### config.mk
export PLATFORM = sky130hd
export DESIGN_NAME = xpar_uart_tx
export DESIGN_NICKNAME = d
export VERILOG_FILES = /design/src/rtl/xpar_uart_tx.sv
export SDC_FILE = /design/constraint.sdc
export NUM_CORES = 1
export LEC_CHECK = 0
export ABC_AREA = 0
export CAP_MARGIN = 10
export CORE_ASPECT_RATIO = 0.6
export CORE_MARGIN = 5
export CORE_UTILIZATION = 50
export DETAILED_ROUTE_END_ITERATION = 6
export GPL_ROUTABILITY_DRIVEN = 0
export HOLD_SLACK_MARGIN = 0.15
export PLACE_DENSITY = 0.73
export SETUP_SLACK_MARGIN = 0.02
export SYNTH_ARGS = -nofsm -noshare
export SYNTH_HDL_FRONTEND = slang
export SYNTH_SLANG_ARGS = --single-unit
### constraint.sdc
create_clock -name clk -period 3.75 [get_ports clk]
set_input_delay 0.9375 -clock clk [delete_from_list [all_inputs] [get_ports clk]]
set_output_delay 0.9375 -clock clk [all_outputs]
set_load 0.02 [all_outputs]
### src/rtl/xpar_uart_tx.sv
// UART 8N1 transmitter on the picoversat par_* bus, with an 8-entry TX FIFO.
// Define XPAR_UART_PARITY_EN to add STATUS bit8 parity enable and an even-parity bit.
module xpar_uart_tx #(
  parameter int DATA_W     = 32,
  parameter int PAR_ADDR_W = 12,
  parameter int FIFO_LOG2  = 3,
  parameter int DIV_RST    = 434
) (
  input  logic                  clk,
  input  logic                  rst,
  input  logic [PAR_ADDR_W-1:0] par_addr,
  input  logic [DATA_W-1:0]     par_out,
  input  logic                  par_we,
  input  logic                  par_re,
  output logic [DATA_W-1:0]     par_in,
  output logic                  tx
);

  localparam int DEPTH = 1 << FIFO_LOG2;
  localparam logic [FIFO_LOG2:0] FULL_CNT = {1'b1, {FIFO_LOG2{1'b0}}};

  typedef enum logic [2:0] {
    S_IDLE,
    S_START,
    S_DATA,
    S_PAR,
    S_STOP
  } state_t;

  state_t state_q, state_d;
  logic [15:0] cnt_q, cnt_d;
  logic [2:0] bit_q, bit_d;
  logic [7:0] shift_q, shift_d;
  logic tx_q, tx_d;
  logic par_q, par_d;
  logic [15:0] div_q, div_d;
  logic ovf_q, ovf_d;
  logic [FIFO_LOG2-1:0] wr_ptr_q, wr_ptr_d;
  logic [FIFO_LOG2-1:0] rd_ptr_q, rd_ptr_d;
  logic [FIFO_LOG2:0] count_q, count_d;
  logic [7:0] mem_q [DEPTH];

  logic [1:0] addr;
  logic wr_tx, wr_status, wr_div;
  logic full, empty, pop, do_push;
  logic [15:0] reload;
  logic [7:0] head;
  logic par_en;
  logic [DATA_W-1:0] status;
  logic unused_ok;

  assign addr = par_addr[1:0];
  assign wr_tx = par_we && (addr == 2'd0);
  assign wr_status = par_we && (addr == 2'd1);
  assign wr_div = par_we && (addr == 2'd2);

  assign full = (count_q == FULL_CNT);
  assign empty = (count_q == '0);
  assign do_push = wr_tx && !full;
  assign head = mem_q[rd_ptr_q];
  // A divisor of 0 behaves as 1: reload value is then 0.
  assign reload = (div_q == 16'd0) ? 16'd0 : div_q - 16'd1;
  assign tx = tx_q;
  assign unused_ok = ^{par_addr, par_out};

`ifdef XPAR_UART_PARITY_EN
  logic par_en_q, par_en_d;

  always_comb begin
    par_en_d = par_en_q;
    if (wr_status) par_en_d = par_out[8];
  end

  always_ff @(posedge clk or posedge rst) begin
    if (rst) par_en_q <= 1'b0;
    else     par_en_q <= par_en_d;
  end

  assign par_en = par_en_q;
`else
  assign par_en = 1'b0;
`endif

  always_comb begin
    state_d = state_q;
    cnt_d   = cnt_q;
    bit_d   = bit_q;
    shift_d = shift_q;
    tx_d    = tx_q;
    par_d   = par_q;
    pop     = 1'b0;
    unique case (state_q)
      S_IDLE: begin
        tx_d = 1'b1;
        if (!empty) begin
          pop     = 1'b1;
          shift_d = head;
          par_d   = ^head;
          cnt_d   = reload;
          tx_d    = 1'b0;
          state_d = S_START;
        end
      end
      S_START: begin
        if (cnt_q == 16'd0) begin
          state_d = S_DATA;
          tx_d    = shift_q[0];
          cnt_d   = reload;
          bit_d   = 3'd0;
        end else begin
          cnt_d = cnt_q - 16'd1;
        end
      end
      S_DATA: begin
        if (cnt_q == 16'd0) begin
          cnt_d = reload;
          if (bit_q == 3'd7) begin
            if (par_en) begin
              state_d = S_PAR;
              tx_d    = par_q;
            end else begin
              state_d = S_STOP;
              tx_d    = 1'b1;
            end
          end else begin
            shift_d = shift_q >> 1;
            tx_d    = shift_q[1];
            bit_d   = bit_q + 3'd1;
          end
        end else begin
          cnt_d = cnt_q - 16'd1;
        end
      end
      S_PAR: begin
        if (cnt_q == 16'd0) begin
          state_d = S_STOP;
          tx_d    = 1'b1;
          cnt_d   = reload;
        end else begin
          cnt_d = cnt_q - 16'd1;
        end
      end
      S_STOP: begin
        if (cnt_q == 16'd0) begin
          // Back-to-back frame: skip IDLE so no gap appears on the line.
          if (!empty) begin
            pop     = 1'b1;
            shift_d = head;
            par_d   = ^head;
            cnt_d   = reload;
            tx_d    = 1'b0;
            state_d = S_START;
          end else begin
            tx_d    = 1'b1;
            state_d = S_IDLE;
          end
        end else begin
          cnt_d = cnt_q - 16'd1;
        end
      end
      default: begin
        tx_d    = 1'b1;
        state_d = S_IDLE;
      end
    endcase
  end

  always_comb begin
    wr_ptr_d = wr_ptr_q;
    rd_ptr_d = rd_ptr_q;
    count_d  = count_q;
    div_d    = div_q;
    ovf_d    = ovf_q;
    if (do_push) wr_ptr_d = wr_ptr_q + 1'b1;
    if (pop) rd_ptr_d = rd_ptr_q + 1'b1;
    if (do_push && !pop) count_d = count_q + 1'b1;
    else if (!do_push && pop) count_d = count_q - 1'b1;
    if (wr_div) div_d = par_out[15:0];
    if (wr_status && par_out[3]) ovf_d = 1'b0;
    if (wr_tx && full) ovf_d = 1'b1;
  end

  always_comb begin
    status = '0;
    status[0] = (state_q != S_IDLE);
    status[1] = full;
    status[2] = empty;
    status[3] = ovf_q;
    status[4 +: FIFO_LOG2+1] = count_q;
    status[8] = par_en;
    par_in = '0;
    if (par_re) begin
      unique case (addr)
        2'd1:    par_in = status;
        2'd2:    par_in = {{(DATA_W-16){1'b0}}, div_q};
        default: par_in = '0;
      endcase
    end
  end

  always_ff @(posedge clk) begin
    if (do_push) mem_q[wr_ptr_q] <= par_out[7:0];
  end

  always_ff @(posedge clk or posedge rst) begin
    if (rst) begin
      state_q  <= S_IDLE;
      cnt_q    <= '0;
      bit_q    <= '0;
      shift_q  <= '0;
      tx_q     <= 1'b1;
      par_q    <= 1'b0;
      div_q    <= 16'(DIV_RST);
      ovf_q    <= 1'b0;
      wr_ptr_q <= '0;
      rd_ptr_q <= '0;
      count_q  <= '0;
    end else begin
      state_q  <= state_d;
      cnt_q    <= cnt_d;
      bit_q    <= bit_d;
      shift_q  <= shift_d;
      tx_q     <= tx_d;
      par_q    <= par_d;
      div_q    <= div_d;
      ovf_q    <= ovf_d;
      wr_ptr_q <= wr_ptr_d;
      rd_ptr_q <= rd_ptr_d;
      count_q  <= count_d;
    end
  end

endmodule

# [After elaboration in Yosys (flattened, before gate mapping)]
# Memories as Yosys holds them, arrays and structs flattened.
# Cells that the tools add are included.
# Widths: inputs -> output; s select.
[word_totals] elab_cells=100 ram_bits=64 memories=1 register_bits=58
[classes] n_eq_ne=15 n_addsub=7 muxes=40 n_reduce_logical=27
[memory_table] name="mem_q" words=8 width=8 rd=1 rd_clocked_by_memory_dff=0 write_ports=1 line="41" rtl="logic [7:0] mem_q [DEPTH];"
[ops] cell="$mux 16" n=5
[ops] cell="$pmux 16 s3" n=1
[ops] cell="$logic_not 16->1" n=2
[ops] cell="$mux 8" n=4
[ops] cell="$pmux 16 s2" n=1
[ops] cell="$sub 16x1->16 const B" n=2
[ops] cell="$mux 3" n=9
[ops] cell="$pmux 8 s3" n=1
[ops] cell="$pmux 3 s5" n=1
[ops] cell="$ne 2x2->1 const B" n=7
[ops] cell="$mux 1" n=13
[ops] cell="$reduce_and 4->1" n=3
[ops] cell="$add 3x1->3 const B" n=3
[ops] cell="$reduce_bool 3->1" n=3
[ops] cell="$logic_and 1x1->1" n=8
[ops] cell="$mux 4" n=2
[ops] cell="$eq 3x2->1 const B" n=2
[ops] cell="$eq 3x3->1 const B" n=2
[ops] cell="$pmux 3 s2" n=1
[ops] cell="$reduce_and 6->1" n=1
[ops] cell="$reduce_bool 2->1" n=3
[ops] cell="$pmux 1 s5" n=1
[ops] cell="$add 4x1->4 const B" n=1
[ops] cell="$eq 4x4->1 const B" n=1
[ops] cell="10 further kinds" n=12

# [Longest topological paths before layout]
# Gate-level depths: netlist (run 1).
[depth] ltp_word=7 ltp_mapped=14 depth_no_buf=14

# [Least setup slack after synthesis (run 1)]
# Ideal clock, no wire load.
[synth_path] path_kind="register to register" start="register cnt_q[1]" end="register count_q[3]" setup_slack_ns=0.821 t_required_ns=3.625 stages_incl_launch_ff=15 arrival_ns=2.804 path_cell_list="dfrtp_1 -> inv_1 -> ha_1 -> nor3b_1 -> nand4_4 -> a211oi_4 -> inv_1 -> ha_1 -> inv_1 -> ha_1 -> a21o_1 -> a21oi_1 -> xnor2_1 -> nor2_1 -> xor2_1"
[synth_via] elab_chain_len=6
[synth_lines] item="start, declared" line="31" rtl="logic [15:0] cnt_q, cnt_d;"
[synth_lines] item="start signal, assigned" line="220" rtl="cnt_q <= cnt_d;"
[synth_lines] item="$logic_not 16->1 (*)" line="144" rtl="if (cnt_q == 16'd0) begin"
[synth_lines] item="$mux 1 (*)" line="144"
[synth_lines] item="$pmux 1 s2 (*)" line="92" rtl="unique case (state_q)"
[synth_lines] item="$logic_not 1->1" line="176" rtl="if (do_push && !pop) count_d = count_q + 1'b1;"
[synth_lines] item="$logic_and 1x1->1" line="176"
[synth_lines] item="$mux 4 or $reduce_bool 2->1 (tied branches)"
[synth_lines] item="end signal, assigned" line="229" rtl="count_q <= count_d;"
[synth_lines] item="end, declared" line="40" rtl="logic [FIFO_LOG2:0] count_q, count_d;"
# Mark *: on every way between the ends. The rest lies on a longest branch, timed or not.
# A chain may end at the register's enable or synchronous reset.

# [Final worst setup path (run 1)]
[layout_path] start="input port par_addr[0]" end="output port par_in[2]"
[layout_via] elab_chain_len=3
[layout_lines] item="start, declared" line="11" rtl="input logic [PAR_ADDR_W-1:0] par_addr,"
[layout_lines] item="$eq 2x2->1 or $eq 2x1->1 (tied branches)" line="193" rtl="unique case (addr)"
[layout_lines] item="$pmux 16 s2 (*)" line="193"
[layout_lines] item="$mux 16 (*)" line="192" rtl="if (par_re) begin"
[layout_lines] item="end, declared" line="15" rtl="output logic [DATA_W-1:0] par_in,"
# Marked as above.

==> flow_metrics.py, run 1 <==
metrics = {
    "status": {
        "status": "completed",
    },
    "final_layout": {
        "fill_cells": 902,
        "areaGrowthSynthToFinish_pct": 18.6,
        "seqCellArea_um2": 3380,
        "layout_commonest_cell": "edfxtp_1",
        "multi_input_area_um2": 2730,
        "drive_gt1_share_pct": 19.9,
        "nNetsFinal": 618,
        "diodes": 0,
        "layout_common_cells": "edfxtp_1, dfrtp_1, nand2_1, nor2_1, clkdlybuf4s50_1",
    },
    "route": {
        "wire_per_inst_um": 20.4,
        "viasPerCell": 5.97,
        "drt_pass1_iterations": 5,
        "drc_errors": 0,
        "routed_wl_mm": 14.9,
        "dr.first_iter.drc_count": 504,
        "antenna_left": 0,
        "num_vias": 4379,
    },
    "global_routing": {
        "antenna_found_initial": 0,
        "grt_pass1_wl_mm": 24.1,
        "grt-ovfl-total": 0,
        "grtUsageMet3_pct": 6.94,
        "grt_max_degree": 33,
        "met2_usage_pct": 26.8,
        "grt_pass1_vias": 4396,
        "grt_util_met1_pct": 32.4,
        "top_usage_layer": "met1",
        "grt_use_total_pct": 20.5,
    },
    "timing": {
        "setup_viol": 0,
        "fmax_mhz": 270,
        "fin_worst_skew_ns": 0.00884,
        "rsz0062_at_grt": "yes",
        "fin_ws_ns": 0.0512,
        "hold_viol_final": 0,
        "period_share_pct": 98.6,
        "worstMarginPinSlew_ns": 0.938,
        "relSlewSlack_pct": 37.5,
        "fin_crit_ns": 3.70,
        "slew_violations": 0,
        "whs_ns": 0.496,
    },
    "synth": {
        "syn_area_um2": 6330,
        "async_flop_share_pct": 47.5,
        "synth_area_per_cell_um2": 12.5,
        "synthFlopType": "edfxtp_1",
        "synth-edff-count": 64,
        "synth.ff_latch_count": 122,
        "synth_warnings": 0,
        "synthCells": 507,
        "post_synth_num_cell_types": 65,
        "synth_area_leaders": "edfxtp_1, dfrtp_1, mux4_2, mux2_2, ha_1",
        "synth_top_area_cell": "edfxtp_1",
        "yosysTopAreaCellShare_pct": 30.4,
        "yosysSeqAreaShare_pct": 53.4,
    },
    "place": {
        "dpl_worst_slack_ns": -0.0331,
        "place_hpwl_mm": 10.1,
        "io_buffers": 38,
    },
    "pwr": {
        "p_clk_share_pct": 31.0,
        "p_int_mw": 3.73,
        "total_leakage_power_nw": 2.89,
        "pwr_density_cell_nw_per_um2": 757,
        "peakVddDrop_v": 0.000373,
        "sw_frac_of_total_pct": 34.3,
        "combPwrFrac_pct": 31.0,
        "p_sw_mw": 1.95,
        "p_seq_share_pct": 38.1,
    },
    "die": {
        "start_util_pct": 51.8,
        "io_pins": 81,
        "core_area_um2": 12200,
        "die_h_um": 97.1,
        "fp-row-count": 31,
        "die_w_um": 155,
        "die-area_um2": 15100,
    },
    "setup_path": {
        "cp_top_family": "buffers and inverters",
        "cp.required_ns": 2.81,
        "startpoint_type": "input port",
        "crit_type": "input port to output port",
        "crit_slowest_cell": "clkdlybuf4s50_1",
        "crit_path_end_kind": "output port",
        "cpMostUsedCell": "clkdlybuf4s50_1",
        "arrival_ns": 2.76,
        "critPathMaxFanout": 17,
        "crit_buf_inv": 3,
        "path_cells": "clkdlybuf4s50_1 > inv_1 > ha_2 > a22oi_1 > nor2_1 > clkdlybuf4s50_1",
        "slowest_delay_ns": 0.63,
    },
    "job": {
        "drv_cap": 0,
    },
    "clock_tree": {
        "htree_levels": 4,
        "cts.sink_count": 122,
        "cts_buffer_depth": 2,
        "path_clk_slew_ns": 0.06,
        "cts_tree": "yes",
        "clock_latency_ns": 0.41,
        "cts_buffers": 17,
        "post_cts_buffers": 0,
        "holdBufCountCts": 0,
        "clockRootBuffer": "clkbuf_16",
    },
    "min_path": {
        "hold_path_class": "register to register",
    },
}
-- final timing paths --
kind | from | to | slack (ns) | depth (start not counted)
setup / recovery | par_addr[0] | par_in[2] | 0.05 | 6
hold / removal | bit_q[0] | bit_q[0] | 0.50 | 1
setup reg to reg | cnt_q[1] | count_q[3] | 0.25 | 14
hold reg to reg | bit_q[0] | bit_q[0] | 0.50 | 1
max in group asynchronous | rst | div_q[5] | 2.15 | 3
min in group asynchronous | rst | cnt_q[12] | 0.93 | 2
-- power by group through the flow --
stage / combinational [mW] / sequential (mW) / clock [mW]
floorplan: 1.49 / 1.96 / 0
global placement: 1.66 / 2.16 / 0
detailed placement: 1.71 / 2.18 / 0
CTS: 1.75 / 2.16 / 1.78
global route: 1.93 / 2.22 / 1.84
finish: 1.76 / 2.16 / 1.76
-- layer usage --
layer  routed length, µm  part of all wire [%]
met2                6170                    41
met5                   0                     0
met4                 118                  0.79
met3                1680                    11
met1                6950                    47
-- synthesized netlist by cell type, types with 3 or more instances --
cell type	instances
a21oi_1	10
xnor2_1	14
nor4_4	3
o21ai_0	24
nor2_1	38
a211o_1	4
xor2_1	9
edfxtp_1	64
a221o_1	3
nor3_1	15
o22ai_1	6
nand4_1	3
ha_1	14
or3_1	7
or4_1	3
nor4_2	4
a22oi_1	10
mux2_2	20
buf_4	17
buf_2	8
mux2i_1	8
nand2b_1	5
and3_1	9
nor3b_1	5
nor4_1	6
mux2_4	8
nand3_1	10
clkbuf_1	10
a22o_1	5
dfrtp_1	52
nand2_1	40
dfstp_2	6
mux4_2	16
inv_1	12
-- timing repair --
action | CTS | global route
endpoints found under the setup margin | 7 | 4
pin swaps | 0 | 0
resized for setup | 1 | 4
-- logic make-up after synthesis --
| logic type | count (synthesis) | synth area share, % |
|---|---|---|
| AND/OR/NAND/NOR | 158 | 13.8 |
| other | 1 | 0.0593 |
| XOR/XNOR | 23 | 3.18 |
| multiplexers | 52 | 12.4 |
| flip-flops | 122 | 53.4 |
| buffers and inverters | 51 | 4.49 |
| adder cells (fa/ha/maj) | 15 | 3.08 |
| AO/OA/AOI/OAI | 85 | 9.57 |
-- per-stage QoR --
stage                     util (%)  TNS (ns)  cells  power (mW)  instance area, µm²
after floorplan                  -         0    522        3.45                6380
after detailed placement      56.1   -0.0821    701        3.89                6860
after CTS                     61.4         0    733        5.68                7500
after global placement        56.1         0    701        3.82                6860
final                         61.4         0    733        5.68                7510
after global routing          61.4         0    733        5.99                7510
-- worst reg2reg max path, stage by stage, from the launching register on --
cell      delay (ns)
dfrtp_1         0.47
inv_1           0.11
ha_1            0.15
nor3b_1         0.52
nand4_4         0.17
a211oi_4        0.40
inv_1           0.18
ha_1            0.26
inv_1           0.13
ha_1            0.25
a21o_1          0.17
a21oi_1         0.19
xnor2_1         0.15
nor2_1          0.08
xor2_1          0.15
-- state kept, by name, summed over array words and instances (netlist names) --
register / cells
bit_q: 3
shift_q: 8
state_q: 3
cnt_q: 16
ovf_q: 1
div_q: 16
tx: 1
rd_ptr_q: 3
count_q: 4
mem_q: 64
wr_ptr_q: 3
-- cell type report --
type,instances,share of cell area (%)
clock buffer,17,5.67
sequential,122,45.0
tap,165,2.75
inverter,12,0.600
multi-input combinational,349,36.3
timing repair buffer,53,6.83
clock inverter,15,2.80
(Power assumes the default switching activity.)
==> run 2: changes to the inputs <==
HOLD_SLACK_MARGIN = unset   (was 0.15)
==> results of run 2 <==
The final DEF is identical to that of run 1; final timing and power are the same.
